<file path="src/rtl/alu_mult_div.sv">
// Iterative signed MULT (Booth radix-2) / DIV (restoring) unit writing HI/LO.
// Define ALU_MULTDIV_FAST_MULT_EN to replace the Booth sequencer with a single-cycle multiplier.
module alu_mult_div (
  input  logic        clk,
  input  logic        reset,
  input  logic        start,
  input  logic [1:0]  op,
  input  logic [31:0] src_a,
  input  logic [31:0] src_b,
  output logic        busy,
  output logic        done,
  output logic        div_zero,
  output logic [31:0] hi_out,
  output logic [31:0] lo_out
);

  localparam logic [1:0] OP_MULT = 2'b01;
  localparam logic [1:0] OP_DIV  = 2'b10;

  typedef enum logic [1:0] {S_IDLE, S_MULT, S_DIV, S_FINISH} state_t;

  state_t      state, state_nxt;
  logic [4:0]  cnt;
  logic        accept;

  // Product register {acc[32:0], q[31:0], q_1}; the accumulator carries one guard bit so
  // subtracting a multiplicand of -2^31 cannot overflow before the arithmetic shift.
  logic [65:0] prod;
  logic [65:0] booth_nxt;
  logic [32:0] acc_sum;
  logic [31:0] m_r;
  logic [31:0] rem_r, quo_r;
  logic [32:0] div_sh, div_diff;
  logic        sign_a, sign_b, is_div, dz_r;
  logic [31:0] quo_fin, rem_fin;

  assign accept = (state == S_IDLE) && start && (op == OP_MULT || op == OP_DIV);

  // NOTE: state registers use non-blocking assignments so every flop samples pre-edge values.
  always_ff @(posedge clk) begin
    if (reset) state <= S_IDLE;
    else       state <= state_nxt;
  end

  // NOTE: default assignment first so no path through the case leaves state_nxt unassigned (no latch).
  always_comb begin
    state_nxt = state;
    case (state)
      S_IDLE: begin
        if (accept && op == OP_MULT) begin
`ifdef ALU_MULTDIV_FAST_MULT_EN
          state_nxt = S_FINISH;
`else
          state_nxt = S_MULT;
`endif
        end else if (accept) begin
          state_nxt = (src_b == 32'd0) ? S_FINISH : S_DIV;
        end
      end
      S_MULT, S_DIV: if (cnt == 5'd31) state_nxt = S_FINISH;
      S_FINISH:      state_nxt = S_IDLE;
      default:       state_nxt = S_IDLE;
    endcase
  end

  always_comb begin
    busy = (state != S_IDLE);
  end

  // One Booth step: add/subtract M on {q0, q_1} = 01/10, then arithmetic shift right.
  always_comb begin
    acc_sum = prod[65:33];
    case (prod[1:0])
      2'b01:   acc_sum = prod[65:33] + {m_r[31], m_r};
      2'b10:   acc_sum = prod[65:33] - {m_r[31], m_r};
      default: acc_sum = prod[65:33];
    endcase
    booth_nxt = {acc_sum[32], acc_sum, prod[32:1]};
  end

  // One restoring step on magnitudes: shift in next dividend bit, trial subtract.
  assign div_sh   = {rem_r, quo_r[31]};
  assign div_diff = div_sh - {1'b0, m_r};
  assign quo_fin  = (sign_a ^ sign_b) ? -quo_r : quo_r;
  assign rem_fin  = sign_a ? -rem_r : rem_r;

`ifdef ALU_MULTDIV_FAST_MULT_EN
  logic signed [63:0] fast_p;
  assign fast_p = $signed(src_a) * $signed(src_b);
`endif

  // NOTE: working registers are fully loaded on accept, so they carry no reset.
  always_ff @(posedge clk) begin
    if (accept) begin
      is_div <= (op == OP_DIV);
      sign_a <= src_a[31];
      sign_b <= src_b[31];
      dz_r   <= (op == OP_DIV) && (src_b == 32'd0);
      if (op == OP_DIV) begin
        m_r   <= src_b[31] ? -src_b : src_b;
        quo_r <= src_a[31] ? -src_a : src_a;
        rem_r <= 32'd0;
      end else begin
        m_r  <= src_a;
`ifdef ALU_MULTDIV_FAST_MULT_EN
        prod <= {fast_p[63], fast_p, 1'b0};
`else
        prod <= {33'd0, src_b, 1'b0};
`endif
      end
    end else if (state == S_MULT) begin
      prod <= booth_nxt;
    end else if (state == S_DIV) begin
      rem_r <= div_diff[32] ? div_sh[31:0] : div_diff[31:0];
      quo_r <= {quo_r[30:0], ~div_diff[32]};
    end
  end

  always_ff @(posedge clk) begin
    if (reset) begin
      cnt      <= 5'd0;
      done     <= 1'b0;
      div_zero <= 1'b0;
      hi_out   <= 32'd0;
      lo_out   <= 32'd0;
    end else begin
      done <= 1'b0;
      if (accept) begin
        cnt      <= 5'd0;
        div_zero <= 1'b0;
      end else if (state == S_MULT || state == S_DIV) begin
        cnt <= cnt + 5'd1;
      end
      if (state == S_FINISH) begin
        done <= 1'b1;
        if (dz_r) begin
          div_zero <= 1'b1;
        end else if (is_div) begin
          hi_out <= rem_fin;
          lo_out <= quo_fin;
        end else begin
          hi_out <= prod[64:33];
          lo_out <= prod[32:1];
        end
      end
    end
  end

endmodule
</file>
<file path="config.mk">
export PLATFORM = sky130hd
export DESIGN_NAME = alu_mult_div
export DESIGN_NICKNAME = d
export VERILOG_FILES = /design/src/rtl/alu_mult_div.sv
export SDC_FILE = /design/constraint.sdc
export NUM_CORES = 1
export LEC_CHECK = 0
export ABC_AREA = 1
export BUFFER_PORTS_ARGS = -buffer_cell sky130_fd_sc_hd__clkbuf_2
export CORE_ASPECT_RATIO = 0.5
export CORE_MARGIN = 5
export CORE_UTILIZATION = 55
export DETAILED_ROUTE_END_ITERATION = 10
export GPL_TIMING_DRIVEN = 0
export PLACE_DENSITY = 0.74
export SYNTH_ARGS = -nofsm -noshare
export SYNTH_HDL_FRONTEND = slang
export SYNTH_SLANG_ARGS = --single-unit
</file>
<file path="constraint.sdc">
create_clock -name clk -period 16 [get_ports clk]
set_clock_uncertainty 0.05 [all_clocks]
set_input_delay 0 -clock clk [delete_from_list [all_inputs] [get_ports clk]]
set_output_delay 0 -clock clk [all_outputs]
set_load 0.01 [all_outputs]
</file>
Word level (Yosys, flattened, before mapping) --
Cells that the tools add are included.
Word-level totals: register bits after elaboration 239, bits in latches 0, bits in writable memories 0, ROM bits 0, input port bits 69, output and inout bits 67, word-level logic and storage cells 84, memories kept 0
Cells by class: add/subtract/negate cells 8, $mul 0, div/mod/pow operators 0, magnitude comparators 0, equality and inequality tests 13, shift operators 0, muxes and demuxes 29, bitwise logic cells 3, reduce and logical (&&, ||, !) cells 17
Operators with widths (count):
- 32-bit two-way mux | 16
- 66-bit two-way mux | 3
- 32-bit negator | 4
- 33-bit case mux with 2 select lines | 1
- 33-bit adder | 1
- 33-bit by 32-bit subtractor with 33-bit output | 1
- 33-bit subtractor | 1
- 32-bit logical NOT | 1
- 2-bit equality test (second input constant) | 4
- 2-bit by 1-bit equality test with 1-bit output (second input constant) | 3
- 2-bit two-way mux | 3
- 2-bit inequality test (second input constant) | 3
- 2-bit case mux with 3 select lines | 1
- 2-bit AND reduction | 3
- 2-bit nonzero test | 3
- 5-bit by 1-bit adder with 5-bit output (second input constant) | 1
- 5-bit equality test (second input constant) | 1
- 1-bit two-way mux | 5
- 1-bit logical AND | 4
- 2-bit OR reduction | 2
- 3-bit by 2-bit inequality test with 1-bit output (second input constant) | 1
- 3-bit AND reduction | 1
- 2-bit logical NOT | 1
- 1-bit logical OR | 2
- 3 further kinds | 4

Logic depth before layout (Yosys ltp) --
Gate-level depths: netlist (run 1).
depth in word-level cells 6, gate-level depth with buffers 25, depth with buffers taken out 25

Least setup slack after synthesis (run 1) --
Ideal clock, no wire load.
path type register to register, start point register state[0], end point register prod[0] (enable), library setup time 0.510 ns, arrival 4.717 ns, required time 15.440 ns, path slack 10.724 ns, stages on the path, launching flop included 9, buffers on the path 2, period minus slack after synthesis 5.276 ns, path through dfxtp_1 -> inv_1 -> ha_1 -> inv_2 -> nor3_2 -> inv_2 -> clkbuf_1 -> clkbuf_1 -> a21oi_1
On the way: longest elaborated chain between the ends 5, elaborated cells between the ends (all ways) 7, classes of those cells eq/ne (2); reduce/logical (5)
Ends and longest elaborated chain:
- start, declared | RTL line 22 | state_t state, state_nxt;
- start signal, assigned | RTL line 42 | else state <= state_nxt;
- 2-bit logical NOT | RTL line 37 | assign accept = (state == S_IDLE) && start && (op == OP_MULT || op == OP_DIV);
- 1-bit logical AND (2 in a row) | RTL line 37
- 2-bit inequality test (no source line) or 2-bit nonzero test (tied branches)
- 2-bit AND reduction (no source line) *
- end signal, assigned | RTL line 108 | prod <= {33'd0, src_b, 1'b0};
- end signal, assigned | RTL line 112 | prod <= booth_nxt;
- end, declared | RTL line 28 | logic [65:0] prod;
Every way passes the cells marked *; elsewhere a longest branch is shown, timed or not. A chain may end at the register's enable or synchronous reset.

Final worst setup path (run 1) --
start point register state[1], end point register prod[60] (enable)
Same word-level chain as after synthesis.

==> results of run 1 <==
## Yosys cell counts, types with 4 or more instances
master,instances
o21ai_0,167
inv_1,354
buf_6,6
clkbuf_1,70
a31oi_1,12
o21bai_1,10
nor4_1,6
o21a_1,4
o221ai_1,10
xor2_1,90
buf_2,9
nand2_1,814
nand4_1,35
nor2_1,374
inv_2,11
a21oi_1,237
ha_1,78
edfxtp_1,165
o211ai_1,11
nor3_1,40
dfxtp_1,73
o21ai_1,52
nand3b_1,14
buf_1,9
xnor2_1,26
nand3_1,181
## registers in the layout (all words and copies together), names as in the netlist, 2 cells and up
| signal | flops |
|---|---|
| prod | 65 |
| hi_out | 32 |
| lo_out | 32 |
| m_r | 32 |
| quo_r | 32 |
| rem_r | 32 |
| cnt | 5 |
| state | 2 |
## cell type report
cell class / instances / area, um^2 / share of cell area, %
inverter: 366 / 1370 / 6.25
clock inverter: 9 / 101 / 0.461
tap: 475 / 594 / 2.71
sequential: 238 / 6420 / 29.2
timing repair buffer: 207 / 1430 / 6.50
clock buffer: 35 / 703 / 3.20
buffer: 94 / 409 / 1.86
multi-input combinational: 2203 / 10900 / 49.8
## kinds of logic after synthesis
| group | synth area share, % |
|---|---|
| xor gates and xnor gates | 5.31 |
| DFF | 33.6 |
| adders and majority gates | 5.31 |
| buffers and inverters | 9.32 |
| AOI/OAI and AO/OA | 14.5 |
| and+or+nand+nor | 32.0 |
## routing by layer
layer	up-vias	GRT usage, %	part of all wire, %
met3	180	11.0	14
li1	9948	-	-
met2	1386	55.6	41
met4	4	11.7	3.8
met5	-	0	0.028
met1	9676	53.0	41
## worst max path at each step
stage                to  slack [ns]  cells past startpoint
2_1_floorplan   prod[0]       10.72                      8
3_3_place_gp   prod[54]        7.55                      8
3_5_place_dp   prod[56]       11.65                      9
4_1_cts        prod[60]       11.62                      9
5_1_grt        prod[60]       11.30                      9
6_report       prod[60]       11.37                      9
## through the flow
| stage | hold slack, ns | area [um^2] |
|---|---|---|
| 6_report | 0.162 | 22000 |
| 3_5_place_dp | 0.162 | 20500 |
| 5_1_grt | 0.195 | 22000 |
| 2_1_floorplan | 0.0489 | 19100 |
| 4_1_cts | 0.113 | 22000 |
| 3_3_place_gp | 0.161 | 20400 |
## power by group
part           internal, uW  switching [uW]  total (uW)
clock network           325             264         589
logic                   778            1680        2460
registers               951             186        1140
total                  2050            2130        4180
## cells in the final DEF (no fill, tap or decap), drive strengths merged
cell / Yosys / layout
nor4: 6 / 6
a32o: 1 / 1
bufinv: 0 / 1
inv: 365 / 366
nor2: 377 / 377
o22ai: 3 / 3
a211oi: 1 / 1
nor3: 42 / 42
nand3b: 14 / 14
nand3: 182 / 182
o21bai: 10 / 10
dfxtp: 73 / 73
nand2: 821 / 821
edfxtp: 165 / 165
o21a: 4 / 4
xor2: 90 / 90
a21o: 2 / 2
clkinv: 1 / 8
ha: 78 / 78
and2: 2 / 2
and3: 1 / 1
o211ai: 11 / 11
xnor2: 26 / 26
o31ai: 3 / 3
nand4: 35 / 35
a21oi: 239 / 239
clkbuf: 70 / 239
buf: 24 / 26
o21ai: 222 / 222
fa: 2 / 2
o221ai: 10 / 10
dlygate4sd3: 0 / 71
or2: 7 / 7
nand2b: 1 / 1
a21boi: 1 / 1
a31oi: 12 / 12
==> metrics.txt, run 1 <==
# TYPE chip_impl_metric gauge
chip_impl_metric{name="post_cts.resized_instances",unit=""} 0
chip_impl_metric{name="vias_in_the_first_global_route",unit=""} 19225
chip_impl_info{name="post-synth-top-area-cell",value="edfxtp_1"} 1
chip_impl_metric{name="worst_skew_pair.late_latency",unit="ns"} 0.57
chip_impl_metric{name="routed_wire_length_per_instance",unit="um"} 20.7
chip_impl_info{name="grt_setup_unrepaired",value="false"} 1
chip_impl_metric{name="grtUsageTotal",unit="%"} 37.5
chip_impl_info{name="worst-setup-path-type",value="reg -> reg"} 1
chip_impl_metric{name="fp.coreArea",unit="um^2"} 34400
chip_impl_metric{name="die-width",unit="um"} 274
chip_impl_metric{name="detail_route.iter0.violations",unit=""} 3059
chip_impl_metric{name="netlist-cell-type-count",unit=""} 49
chip_impl_metric{name="synthesis.area",unit="um^2"} 19100
chip_impl_metric{name="initial_core_util",unit="%"} 55.6
chip_impl_metric{name="avgSynthCellArea",unit="um^2"} 6.59
chip_impl_metric{name="ios",unit=""} 136
chip_impl_info{name="cp_top_family",value="buffers and inverters"} 1
chip_impl_metric{name="post-synth-top-area-fraction",unit="%"} 25.9
chip_impl_metric{name="synth-edff-count",unit=""} 165
chip_impl_info{name="cts_tree",value="done"} 1
chip_impl_metric{name="cts.sink_count",unit=""} 238
chip_impl_metric{name="synth.yosys.warnings",unit=""} 0
chip_impl_metric{name="grt_overflow_total",unit=""} 0
chip_impl_metric{name="worst-slew-pin-transition",unit="ns"} 1.32
chip_impl_metric{name="syn-instance-count",unit=""} 2901
chip_impl_metric{name="place.detailed.hpwl",unit="mm"} 59.8
chip_impl_metric{name="worst_slack",unit="ns"} 11.37
chip_impl_metric{name="remaining_drc_errors",unit=""} 0
chip_impl_metric{name="power_leakage",unit="uW"} 0.0101
chip_impl_metric{name="h-tree-depth",unit=""} 1
chip_impl_metric{name="routed_wirelength",unit="mm"} 74.9
chip_impl_metric{name="setup_total_negative_slack",unit="ns"} 0
chip_impl_metric{name="utilization_after_layout",unit="%"} 63.8
chip_impl_info{name="sequence_of_cells_on_the_critical_path",value="inv_1, ha_1, inv_2, nor3_2, inv_2, clkbuf_1, clkbuf_1, a21oi_4, buf_12"} 1
chip_impl_info{name="cts_root_buf",value="clkbuf_16"} 1
chip_impl_metric{name="synth_sequential_area_ratio",unit="%"} 33.6
chip_impl_metric{name="port_buffers",unit=""} 134
chip_impl_metric{name="critPathMaxFanout",unit=""} 27
chip_impl_info{name="crit-reg2reg-capture",value="prod[60]"} 1
chip_impl_info{name="synth_ff_type",value="edfxtp_1"} 1
chip_impl_metric{name="reg2regPathDepth",unit=""} 9
chip_impl_metric{name="antenna_found_initial",unit=""} 2
chip_impl_info{name="holdCritPathClass",value="in -> reg"} 1
chip_impl_metric{name="pre_cts_ws",unit="ns"} 11.65
chip_impl_metric{name="max_slew_margin",unit="%"} 11.6
chip_impl_metric{name="nets_in_the_synthesized_netlist",unit=""} 3050
chip_impl_metric{name="share_of_cells_above_drive_strength_1",unit="%"} 7.01
chip_impl_info{name="timing.critical_path.from",value="state[1]"} 1
chip_impl_metric{name="wp_data_arrival",unit="ns"} 4.84
chip_impl_metric{name="post_cts_setup_repair_bufs",unit=""} 0
chip_impl_metric{name="cts.clk_slew.worst_paths",unit="ns"} 0.07
chip_impl_metric{name="die_area",unit="um^2"} 38800
chip_impl_metric{name="period_needed",unit="ns"} 4.63
chip_impl_metric{name="num_rows",unit=""} 48
chip_impl_metric{name="finalNonFillerCells",unit=""} 3627
chip_impl_metric{name="synth_async_sr_flop_share",unit="%"} 0
chip_impl_metric{name="grt_start_max_net_pins",unit=""} 65
chip_impl_metric{name="crit_path_buffers_inverters",unit=""} 6
chip_impl_metric{name="nFillCells",unit=""} 3338
chip_impl_metric{name="reg2reg_slack",unit="ns"} 11.37
chip_impl_metric{name="slowest_delay",unit="ns"} 1.03
chip_impl_metric{name="crit_required",unit="ns"} 16.21
chip_impl_info{name="crit_slowest_cell",value="nor3_2"} 1
chip_impl_metric{name="timing.final.crit_share",unit="%"} 28.9
chip_impl_metric{name="tritoncts.num_buffers",unit=""} 24
chip_impl_metric{name="finish.net_count",unit=""} 3283
chip_impl_metric{name="route.detailed.vias_per_inst",unit=""} 5.84
chip_impl_metric{name="clock_buffer_depth",unit=""} 3
chip_impl_metric{name="power",unit="uW"} 4180
chip_impl_metric{name="detailedRoute.firstPassIterationCount",unit=""} 6
chip_impl_metric{name="cts_hold_buffers",unit=""} 71
chip_impl_info{name="crit_path_start_kind",value="flip-flop"} 1
chip_impl_metric{name="diodes",unit=""} 0
chip_impl_metric{name="synth_seq_cells",unit=""} 238
chip_impl_metric{name="ir_drop",unit="mV"} 0.114
chip_impl_info{name="timing.critical_path.to_type",value="flip-flop"} 1
chip_impl_metric{name="ant_nets",unit=""} 0
chip_impl_metric{name="finalSetupViolCount",unit=""} 0
chip_impl_metric{name="place_inst",unit=""} 3512
chip_impl_info{name="post_synth_main_area_contributors",value="edfxtp_1 26%, nand2_1 16%, dfxtp_1 7.6%"} 1
chip_impl_metric{name="global_route_wire_length_before_repair",unit="mm"} 111
chip_impl_metric{name="whs_path_depth",unit=""} 2
chip_impl_info{name="min_delay_worst_endpoint",value="sign_a"} 1
chip_impl_info{name="run_status",value="completed"} 1
chip_impl_metric{name="gp_congestion",unit=""} 1.06
chip_impl_metric{name="max_freq",unit="MHz"} 216
chip_impl_info{name="r2r_start",value="state[1]"} 1
chip_impl_metric{name="power_density",unit="nW/um^2"} 191
chip_impl_info{name="hold_path.startpoint",value="src_a[31]"} 1
chip_impl_metric{name="drv_cap",unit=""} 0
chip_impl_metric{name="vias",unit=""} 21194
chip_impl_metric{name="timing.final.hold_violations",unit=""} 0
chip_impl_metric{name="signed_area_change_from_the_synthesized_netlist_to_the_final_layout",unit="%"} 14.9
chip_impl_metric{name="number_of_slew_limit_violations_in_the_final_report",unit=""} 0
chip_impl_metric{name="chipHeight",unit="um"} 142
Note: power is estimated with default switching activity, not from simulation.
==> run 2: changes to the inputs <==
clock period = 4.79 ns   (was 16 ns; I/O delays follow)
==> metrics.txt, run 2 (synthesis results as in run 1) <==
# TYPE chip_impl_metric gauge
chip_impl_metric{name="nFillCells",unit=""} 3223
chip_impl_metric{name="num_rows",unit=""} 48
chip_impl_metric{name="finalInstanceArea",unit="um^2"} 22000
chip_impl_metric{name="grt_overflow_total",unit=""} 0
chip_impl_info{name="timing.critical_path.to_type",value="flip-flop"} 1
chip_impl_metric{name="netSwitchingFraction",unit="%"} 50.9
chip_impl_metric{name="worst-slew-pin-transition",unit="ns"} 1.28
chip_impl_metric{name="grt_start_max_net_pins",unit=""} 65
chip_impl_info{name="cts_tree",value="done"} 1
chip_impl_metric{name="largest_register_ffs",unit=""} 65
chip_impl_metric{name="cts.clk_slew.worst_paths",unit="ns"} 0.07
chip_impl_metric{name="number_of_slew_limit_violations_in_the_final_report",unit=""} 0
chip_impl_info{name="grt_setup_unrepaired",value="false"} 1
chip_impl_metric{name="port_buffers",unit=""} 134
chip_impl_metric{name="switching_power",unit="uW"} 7080
chip_impl_metric{name="power_density",unit="nW/um^2"} 633
chip_impl_metric{name="p_int",unit="uW"} 6830
chip_impl_metric{name="die-width",unit="um"} 274
chip_impl_metric{name="crit_required",unit="ns"} 4.99
chip_impl_metric{name="antenna_found_initial",unit=""} 1
chip_impl_metric{name="worst_skew_pair.late_latency",unit="ns"} 0.57
chip_impl_metric{name="finalSetupViolCount",unit=""} 0
chip_impl_metric{name="share_seq_of_total_power",unit="%"} 27.3
chip_impl_info{name="worst-setup-path-type",value="reg -> reg"} 1
chip_impl_metric{name="die_area",unit="um^2"} 38800
chip_impl_metric{name="place.detailed.hpwl",unit="mm"} 59.5
chip_impl_info{name="cts_root_buf",value="clkbuf_16"} 1
chip_impl_metric{name="diodes",unit=""} 0
chip_impl_metric{name="gp_congestion",unit=""} 1.05
chip_impl_metric{name="period_needed",unit="ns"} 4.77
chip_impl_metric{name="drv_cap",unit=""} 0
chip_impl_metric{name="finish.net_count",unit=""} 3286
chip_impl_metric{name="max_freq",unit="MHz"} 210
chip_impl_metric{name="ant_nets",unit=""} 0
chip_impl_metric{name="cts.sink_count",unit=""} 238
chip_impl_metric{name="timing.final.crit_share",unit="%"} 99.6
chip_impl_metric{name="whs_path_depth",unit=""} 2
chip_impl_metric{name="power_leakage",unit="uW"} 0.0101
chip_impl_metric{name="detail_route.iter0.violations",unit=""} 3017
chip_impl_metric{name="signed_area_change_from_the_synthesized_netlist_to_the_final_layout",unit="%"} 15.0
chip_impl_metric{name="routed_wirelength",unit="mm"} 74.8
chip_impl_metric{name="h-tree-depth",unit=""} 1
chip_impl_info{name="top_register",value="prod"} 1
chip_impl_metric{name="global_route_wire_length_before_repair",unit="mm"} 112
chip_impl_info{name="hold_path.startpoint",value="src_a[31]"} 1
chip_impl_metric{name="max_slew_margin",unit="%"} 14.4
chip_impl_metric{name="pre_cts_ws",unit="ns"} 0.271
chip_impl_metric{name="route.detailed.vias_per_inst",unit=""} 5.79
chip_impl_metric{name="fp.coreArea",unit="um^2"} 34400
chip_impl_info{name="min_delay_worst_endpoint",value="sign_a"} 1
chip_impl_info{name="r2r_start",value="state[1]"} 1
chip_impl_metric{name="wp_data_arrival",unit="ns"} 4.97
chip_impl_metric{name="routed_wire_length_per_instance",unit="um"} 20.6
chip_impl_metric{name="worst_slack",unit="ns"} 0.0209
chip_impl_metric{name="cts_hold_buffers",unit=""} 74
chip_impl_info{name="run_status",value="completed"} 1
chip_impl_metric{name="reg2reg_slack",unit="ns"} 0.02
chip_impl_info{name="layout.cells.most_common",value="nand2_1"} 1
chip_impl_metric{name="pwr-share-comb",unit="%"} 58.6
chip_impl_metric{name="pwr-share-clk",unit="%"} 14.1
chip_impl_metric{name="post_cts_setup_repair_bufs",unit=""} 0
chip_impl_info{name="holdCritPathClass",value="in -> reg"} 1
chip_impl_metric{name="remaining_drc_errors",unit=""} 0
chip_impl_metric{name="ir_drop",unit="mV"} 0.333
chip_impl_metric{name="timing.final.hold_violations",unit=""} 0
chip_impl_metric{name="initial_core_util",unit="%"} 55.6
chip_impl_metric{name="clock_buffer_depth",unit=""} 3
chip_impl_metric{name="grtUsageTotal",unit="%"} 37.6
chip_impl_metric{name="vias_in_the_first_global_route",unit=""} 19256
chip_impl_info{name="crit_path_start_kind",value="flip-flop"} 1
chip_impl_metric{name="vias",unit=""} 21025
chip_impl_metric{name="placement_stage_cell_area",unit="um^2"} 20500
chip_impl_metric{name="share_of_cells_above_drive_strength_1",unit="%"} 7.00
chip_impl_info{name="final_cell_mix",value="813 x nand2_1, 374 x nor2_1, 354 x inv_1, 236 x a21oi_1, 181 x nand3_1"} 1
chip_impl_metric{name="post_cts.resized_instances",unit=""} 0
chip_impl_info{name="crit-reg2reg-capture",value="prod[61]"} 1
chip_impl_metric{name="detailedRoute.firstPassIterationCount",unit=""} 6
chip_impl_metric{name="power",unit="uW"} 13900
chip_impl_metric{name="ios",unit=""} 136
chip_impl_metric{name="critPathMaxFanout",unit=""} 25
chip_impl_metric{name="tritoncts.num_buffers",unit=""} 24
chip_impl_metric{name="reg2regPathDepth",unit=""} 9
chip_impl_metric{name="chipHeight",unit="um"} 142
run 2: changes by cell type in the layout (fill, tap and decap cells not counted), sizes merged:
cell and change:
bufinv -1, clkinvlp +1, dlygate4sd3 +3, clkinv -1
clkbuf +1
run 2: how the worst max path moves through the flow:
stage	endpoint	slack [ns]	from
2_1_floorplan	prod[0]	0.97	state[0]
3_3_place_gp	prod[58]	-1.65	state[0]
3_5_place_dp	prod[61]	0.27	state[1]
4_1_cts	prod[60]	0.25	state[1]
5_1_grt	prod[43]	0.04	state[1]
6_report	prod[61]	0.02	state[1]
run 2: layout make-up:
class	count	area [um^2]	share of cell area, %
Buffer	94	409	1.86
Clock buffer	36	718	3.27
Clock inverter	8	73.8	0.336
Inverter	366	1370	6.25
Multi-Input combinational cell	2203	10900	49.8
Sequential cell	238	6420	29.2
Tap cell	475	594	2.70
Timing Repair Buffer	210	1460	6.64
run 2: power groups by stage:
stage	Combinational (uW)	Sequential, uW	Clock (uW)
after CTS	7910	3760	1960
after detailed placement	7800	3800	0
after global routing	9030	3830	2060
after global placement	7680	3820	0
final	8160	3790	1960
after floorplan	5670	3570	0
run 2: worst max-delay path: stages (launching register included):
cell and delay (ns):
dfxtp_1 0.33, inv_1 0.12, ha_1 0.32, inv_2 0.11
nor3_2 1.01, inv_2 0.08, clkbuf_1 0.53, clkbuf_1 0.64
a21oi_4 0.90, buf_12 0.28
run 2: through the flow:
| step | TNS, ns | hold WS (ns) | utilization [%] | std cells |
|---|---|---|---|---|
| floorplan | 0 | 0.0489 | - | 2901 |
| global placement | -169.73 | 0.172 | 59.2 | 3510 |
| detailed placement | 0 | 0.174 | 59.4 | 3512 |
| CTS | 0 | 0.124 | 63.9 | 3630 |
| global route | 0 | 0.167 | 63.9 | 3630 |
| finish | 0 | 0.139 | 63.9 | 3630 |
run 2: layer usage:
| layer | share of wire (%) | routed length, um | GRT usage [%] |
|---|---|---|---|
| met2 | 41 | 30700 | 56.7 |
| met4 | 3.5 | 2590 | 10.8 |
| met3 | 12 | 9290 | 8.97 |
| met1 | 43 | 32200 | 54.0 |
| met5 | 0 | 0 | 0 |
